## config.mk

```make
export PLATFORM = sky130hd
export DESIGN_NAME = ingress_writer
export DESIGN_NICKNAME = d
export VERILOG_FILES = /design/src/rtl/ingress_writer.sv
export SDC_FILE = /design/constraint.sdc
export NUM_CORES = 1
export LEC_CHECK = 0
export CAP_MARGIN = 30
export CORE_MARGIN = 3
export CORE_UTILIZATION = 49
export CTS_CLUSTER_DIAMETER = 200
export DETAILED_ROUTE_END_ITERATION = 12
export PLACE_DENSITY = 0.85
export SETUP_SLACK_MARGIN = 0.5
export SLEW_MARGIN = 20
export SYNTH_ARGS = -nofsm -noshare
export SYNTH_HDL_FRONTEND = slang
export SYNTH_SLANG_ARGS = --single-unit
```

## constraint.sdc

```tcl
create_clock -name clk -period 5.9 [get_ports clk]
set_input_delay 1.18 -clock clk [delete_from_list [all_inputs] [get_ports clk]]
set_output_delay 1.18 -clock clk [all_outputs]
set_load 0.02 [all_outputs]
```

## src/rtl/ingress_writer.sv

```systemverilog
// Three-port ingress writer: accepts words per port, writes them into per-port input RAMs
// and tells the downstream scheduler when the initial fill phase is over.
module ingress_writer #(
  parameter int unsigned ADDR_W    = 12,
  parameter int unsigned QUIET_CYC = 16
) (
  input  logic              clk,
  input  logic              reset,
  input  logic [31:0]       in_data1,
  input  logic [31:0]       in_data2,
  input  logic [31:0]       in_data3,
  input  logic              in_valid1,
  input  logic              in_valid2,
  input  logic              in_valid3,
  output logic              in_ready1,
  output logic              in_ready2,
  output logic              in_ready3,
  output logic              ram_wren1,
  output logic              ram_wren2,
  output logic              ram_wren3,
  output logic [31:0]       ram_wr_data1,
  output logic [31:0]       ram_wr_data2,
  output logic [31:0]       ram_wr_data3,
  output logic [ADDR_W-1:0] ram_wr_addr1,
  output logic [ADDR_W-1:0] ram_wr_addr2,
  output logic [ADDR_W-1:0] ram_wr_addr3,
  output logic [ADDR_W-1:0] input_ram_wr_add1,
  output logic [ADDR_W-1:0] input_ram_wr_add2,
  output logic [ADDR_W-1:0] input_ram_wr_add3,
  output logic              write_enable,
  output logic [1:0]        state_o
);

  localparam int unsigned NP = 3;
  localparam int unsigned QW = $clog2(QUIET_CYC + 1);
  localparam logic [ADDR_W-1:0] WP_MAX  = {ADDR_W{1'b1}};
  localparam logic [ADDR_W-1:0] WP_LAST = WP_MAX - ADDR_W'(1);

  typedef enum logic [1:0] {
    S_IDLE = 2'b00,
    S_FILL = 2'b01,
    S_RUN  = 2'b10
  } state_t;

  logic [31:0]       w_data  [NP];
  logic [NP-1:0]     w_valid;
  logic [NP-1:0]     w_ready;
  logic [NP-1:0]     w_acc;
  logic              w_any_acc;
  logic              w_full_any;

  logic [ADDR_W-1:0] r_wp      [NP];
  logic [ADDR_W-1:0] r_cnt     [NP];
  logic              r_wren    [NP];
  logic [31:0]       r_wr_data [NP];
  logic [ADDR_W-1:0] r_wr_addr [NP];

  state_t            r_state;
  state_t            w_state_nxt;
  logic [QW-1:0]     r_quiet;
  logic [QW-1:0]     w_quiet_nxt;
  logic              r_we;

  assign w_data[0] = in_data1;
  assign w_data[1] = in_data2;
  assign w_data[2] = in_data3;
  assign w_valid   = {in_valid3, in_valid2, in_valid1};

  // Ready while the pointer is below the last address; the top address is never written.
  always_comb begin
    w_ready    = '0;
    w_full_any = 1'b0;
    for (int p = 0; p < int'(NP); p++) begin
      w_ready[p] = (r_wp[p] != WP_MAX) && !reset;
    end
    w_acc = w_valid & w_ready;
    for (int p = 0; p < int'(NP); p++) begin
      if ((r_wp[p] == WP_MAX) || (w_acc[p] && (r_wp[p] == WP_LAST))) begin
        w_full_any = 1'b1;
      end
    end
  end

  assign w_any_acc = |w_acc;

  assign in_ready1 = w_ready[0];
  assign in_ready2 = w_ready[1];
  assign in_ready3 = w_ready[2];

  // Per-port pointer, RAM write stage and committed count (count trails the pointer by one cycle).
  always_ff @(posedge clk) begin
    if (reset) begin
      for (int p = 0; p < int'(NP); p++) begin
        r_wp[p]      <= '0;
        r_cnt[p]     <= '0;
        r_wren[p]    <= 1'b0;
        r_wr_data[p] <= '0;
        r_wr_addr[p] <= '0;
      end
    end else begin
      for (int p = 0; p < int'(NP); p++) begin
        r_cnt[p]  <= r_wp[p];
        r_wren[p] <= w_acc[p];
        if (w_acc[p]) begin
          r_wr_data[p] <= w_data[p];
          r_wr_addr[p] <= r_wp[p];
          r_wp[p]      <= r_wp[p] + ADDR_W'(1);
        end
      end
    end
  end

  // Phase state register.
  always_ff @(posedge clk) begin
    if (reset) begin
      r_state <= S_IDLE;
      r_quiet <= '0;
      r_we    <= 1'b0;
    end else begin
      r_state <= w_state_nxt;
      r_quiet <= w_quiet_nxt;
      r_we    <= (w_state_nxt == S_RUN);
    end
  end

  // Next phase: fill ends after QUIET_CYC idle cycles or when any port fills up.
  always_comb begin
    w_state_nxt = r_state;
    w_quiet_nxt = r_quiet;
    case (r_state)
      S_IDLE: begin
        w_quiet_nxt = '0;
        if (w_any_acc) begin
          w_state_nxt = S_FILL;
        end
      end
      S_FILL: begin
        if (w_any_acc) begin
          w_quiet_nxt = '0;
        end else if (r_quiet != QW'(QUIET_CYC)) begin
          w_quiet_nxt = r_quiet + QW'(1);
        end
        if (w_full_any || (w_quiet_nxt == QW'(QUIET_CYC))) begin
          w_state_nxt = S_RUN;
        end
      end
      S_RUN: begin
        w_state_nxt = S_RUN;
      end
      default: begin
        w_state_nxt = S_IDLE;
        w_quiet_nxt = '0;
      end
    endcase
  end

  assign ram_wren1         = r_wren[0];
  assign ram_wren2         = r_wren[1];
  assign ram_wren3         = r_wren[2];
  assign ram_wr_data1      = r_wr_data[0];
  assign ram_wr_data2      = r_wr_data[1];
  assign ram_wr_data3      = r_wr_data[2];
  assign ram_wr_addr1      = r_wr_addr[0];
  assign ram_wr_addr2      = r_wr_addr[1];
  assign ram_wr_addr3      = r_wr_addr[2];
  assign input_ram_wr_add1 = r_cnt[0];
  assign input_ram_wr_add2 = r_cnt[1];
  assign input_ram_wr_add3 = r_cnt[2];
  assign write_enable      = r_we;
  assign state_o           = r_state;

endmodule

```

==> metrics.yaml <==
clkSlewWorstSetupHoldPaths_ps: 60
hold_slack_ps: 499
root_buffer: "clkbuf_16"
timing.final.crit_share_pct: 61.7
initial_core_util_pct: 50.3
diodes: 0
critPathLaunchType: "register"
synth.distinct_cells: 42
finalMaxSlewViolations: 0
synth_seq_cells: 215
core_region_area_mm2: 0.0166
synth.avg_cell_area_um2: 13.9
period_needed_ps: 3640
fin_nets: 992
cpMostUsedCell: "nor2_1"
ys_warn_count: 0
area_growth_pct: 44.1
min_from: "r_quiet[4]$_SDFFE_PP0P_"
antenna_found_initial: 0
syn_area_mm2: 0.00836
skew_ps: 10.8
worst_pin_slew_ps: 875
drt_iter0_markers: 385
crit_buf_inv: 1
routedWlPerCell_um: 18.6
ir_drop_mv: 0.193
num_vias: 5556
grt_pass1_wl_mm: 30.2
critPathCaptureType: "output port"
use_met1_pct: 25.8
die_area_mm2: 0.0187
p_leak_nw: 4.36
grt_usage_pct: 21.0
ys_async_sr_fraction_pct: 0
max_stage_delay_ps: 540
cpLargestDelayFamily: "simple AND/OR/NAND/NOR gates"
drt_wl_total_mm: 20.8
fmax_mhz: 275
min_path_type: "reg2reg"
h-tree-depth: 1
critPathMaxFanout: 6
worstHoldEndpoint: "r_quiet[4]$_SDFFE_PP0P_"
r2r_start: "r_wp[0][13]$_SDFFCE_PP0P_"
gr-usage-met3_pct: 5.74
finalSetupViolCount: 0
power_frac_seq_pct: 48.7
reg2reg_slack_ps: 3070
cts.sinks: 215
rr_worst_depth: 6
drtPass1Iterations: 4
use_met2_pct: 36.2
ant_nets: 0
drive_gt1_share_pct: 6.12
die_h_um: 137
hold_depth: 2
power.density_mw_per_mm2: 318
p_sw_w: 0.000938
pwr-share-comb_pct: 15.7
insertion_delay_ps: 490
synth-edff-count: 168
overflow: 0
critical_path_class: "reg2out"
row_count: 47
maxCapViolCount: 0
rsz0062_at_grt: "false"
ys_seq_area_share_pct: 71.6
gp_congestion: 0.779
swShare_pct: 24.4
reg2reg_to: "r_wr_data[0][77]$_SDFFCE_PP0P_"
status: "complete, no violations"
hold_buffers: 0
ys.flop_type: "edfxtp_1"
crit_chain: "ha_1 -> nand4_1 -> or2_2 -> nor2_1 -> nor2_1 -> clkdlybuf4s50_1"
busiest_layer: "met2"
pwr-share-clk_pct: 35.6
cp.arrival_ps: 2460
hold_viol_final: 0
tns_ps: 0
hpwl_mm: 14.6
slowest_stage: "clkdlybuf4s50_1"
syn_inst: 603
cts_resized: 0
p_int_w: 0.00290
die_x_um: 137
drc: 0
syn_nets: 712
grt_start_max_net_pins: 87
cts_buffers: 22
clockBufferDepth: 3
cts_setup_buffers: 0
cp.required_ps: 4720
io_pins: 278
grt_pass1_vias: 5399
slew_headroom_pct: 41.7
via_per_inst: 4.97
cts_tree: "yes"
port_buffers: 277
==> sequential cells by signal, summed over array words and instances, names as in the netlist <==
name / cells
state_o: 2
r_wr_data: 96
r_wp: 36
write_enable: 1
r_wr_addr: 36
r_cnt: 36
r_wren: 3
r_quiet: 5
==> per-layer routing <==
metal | share of wire (%) | up-vias
li1 | - | 2644
met1 | 39 | 2668
met2 | 50 | 206
met3 | 8.2 | 38
met4 | 2.6 | 0
met5 | 0 | -
==> worst register-to-register path: cells and delay by family (launching register included) <==
family                     cells  cell delay [ps]
buffers and inverters          2              790
DFF                            1              440
AOI/OAI and AO/OA              1              550
adders and majority gates      1              360
and+or+nand+nor                2              400
==> synthesized netlist by cell type (2+ instances only) <==
library cell	count	area, um^2
dfxtp_1	47	941
or3_1	3	18.8
or2_2	5	31.3
clkbuf_1	14	52.6
a211oi_1	2	15.0
a22oi_1	2	15.0
nor2b_1	162	1010
buf_4	2	15.0
nand4_1	7	43.8
nor4_1	4	25.0
and4_1	2	17.5
edfxtp_1	168	5040
o31a_1	3	26.3
nor2_1	60	225
buf_6	3	33.8
a21oi_1	8	40.0
xor2_1	15	131
o21ai_0	4	20.0
ha_1	8	100
inv_1	7	26.3
nor3_1	3	15.0
nand3_1	16	80.1
xnor2_1	15	131
nand2_1	17	63.8
and2b_2	2	17.5
buf_2	8	40.0
==> per-stage QoR <==
stage	cells	total power [W]	worst slack (ps)	utilization (%)	instance area (um^2)
after floorplan	603	0.00218	3050	-	8360
after global placement	1078	0.00248	2090	67.9	11300
after detailed placement	1078	0.00250	2040	67.9	11300
after CTS	1118	0.00387	2080	72.2	12000
after global routing	1119	0.00397	2120	72.4	12000
final	1119	0.00384	2260	72.4	12000
==> final cells by class <==
class / instances / area (um^2)
Clock buffer: 30 / 643
Clock inverter: 10 / 75.1
Tap cell: 220 / 275
Timing Repair Buffer: 283 / 2830
Sequential cell: 215 / 5990
Fill cell: 1159 / 4590
Multi-Input combinational cell: 354 / 2210
Inverter: 7 / 26.3
==> how the worst max path moves through the flow <==
stage                                   from  cells past startpoint                             end
floorplan                              reset                      2                       in_ready1
finish              r_wp[0][1]$_SDFFCE_PP0P_                      6                       in_ready1
global placement                       reset                      3                       in_ready1
detailed placement                     reset                      5  r_wr_data[0][87]$_SDFFCE_PP0P_
global route        r_wp[0][1]$_SDFFCE_PP0P_                      6                       in_ready1
CTS                                    reset                      3                       in_ready2
==> placed cells by master, fill, tap and decap left out, types with 3 or more instances in the layout <==
cell type / Yosys / final
clkdlybuf4s50_1: 0 / 276
edfxtp_1: 168 / 168
nor2b_1: 162 / 162
nor2_1: 60 / 60
dfxtp_1: 47 / 47
clkbuf_16: 0 / 24
nand2_1: 17 / 17
nand3_1: 16 / 16
xor2_1: 15 / 15
xnor2_1: 15 / 15
a21oi_1: 8 / 8
ha_1: 8 / 8
inv_1: 7 / 7
nand4_1: 7 / 7
clkinv_2: 0 / 7
or2_2: 5 / 5
buf_4: 2 / 5
o21ai_0: 4 / 4
nor4_1: 4 / 4
clkbuf_1: 14 / 4
o31a_1: 3 / 3
or3_1: 3 / 3
nor3_1: 3 / 3
==> cells by family after synthesis <==
logic type	count (synthesis)	synth area share (%)
simple gates	292	19.9
flops	215	71.6
buf+inv	34	2.00
xor+xnor	30	3.14
compound gates	24	2.14
fa+ha+maj	8	1.20
==> power by group through the flow <==
stage	combinational (W)	sequential, W	clock, W
floorplan	0.000169	0.00201	0
global placement	0.000590	0.00189	0
detailed placement	0.000604	0.00190	0
CTS	0.000606	0.00187	0.00139
global route	0.000640	0.00188	0.00145
finish	0.000603	0.00187	0.00136
(Power assumes the default switching activity.)
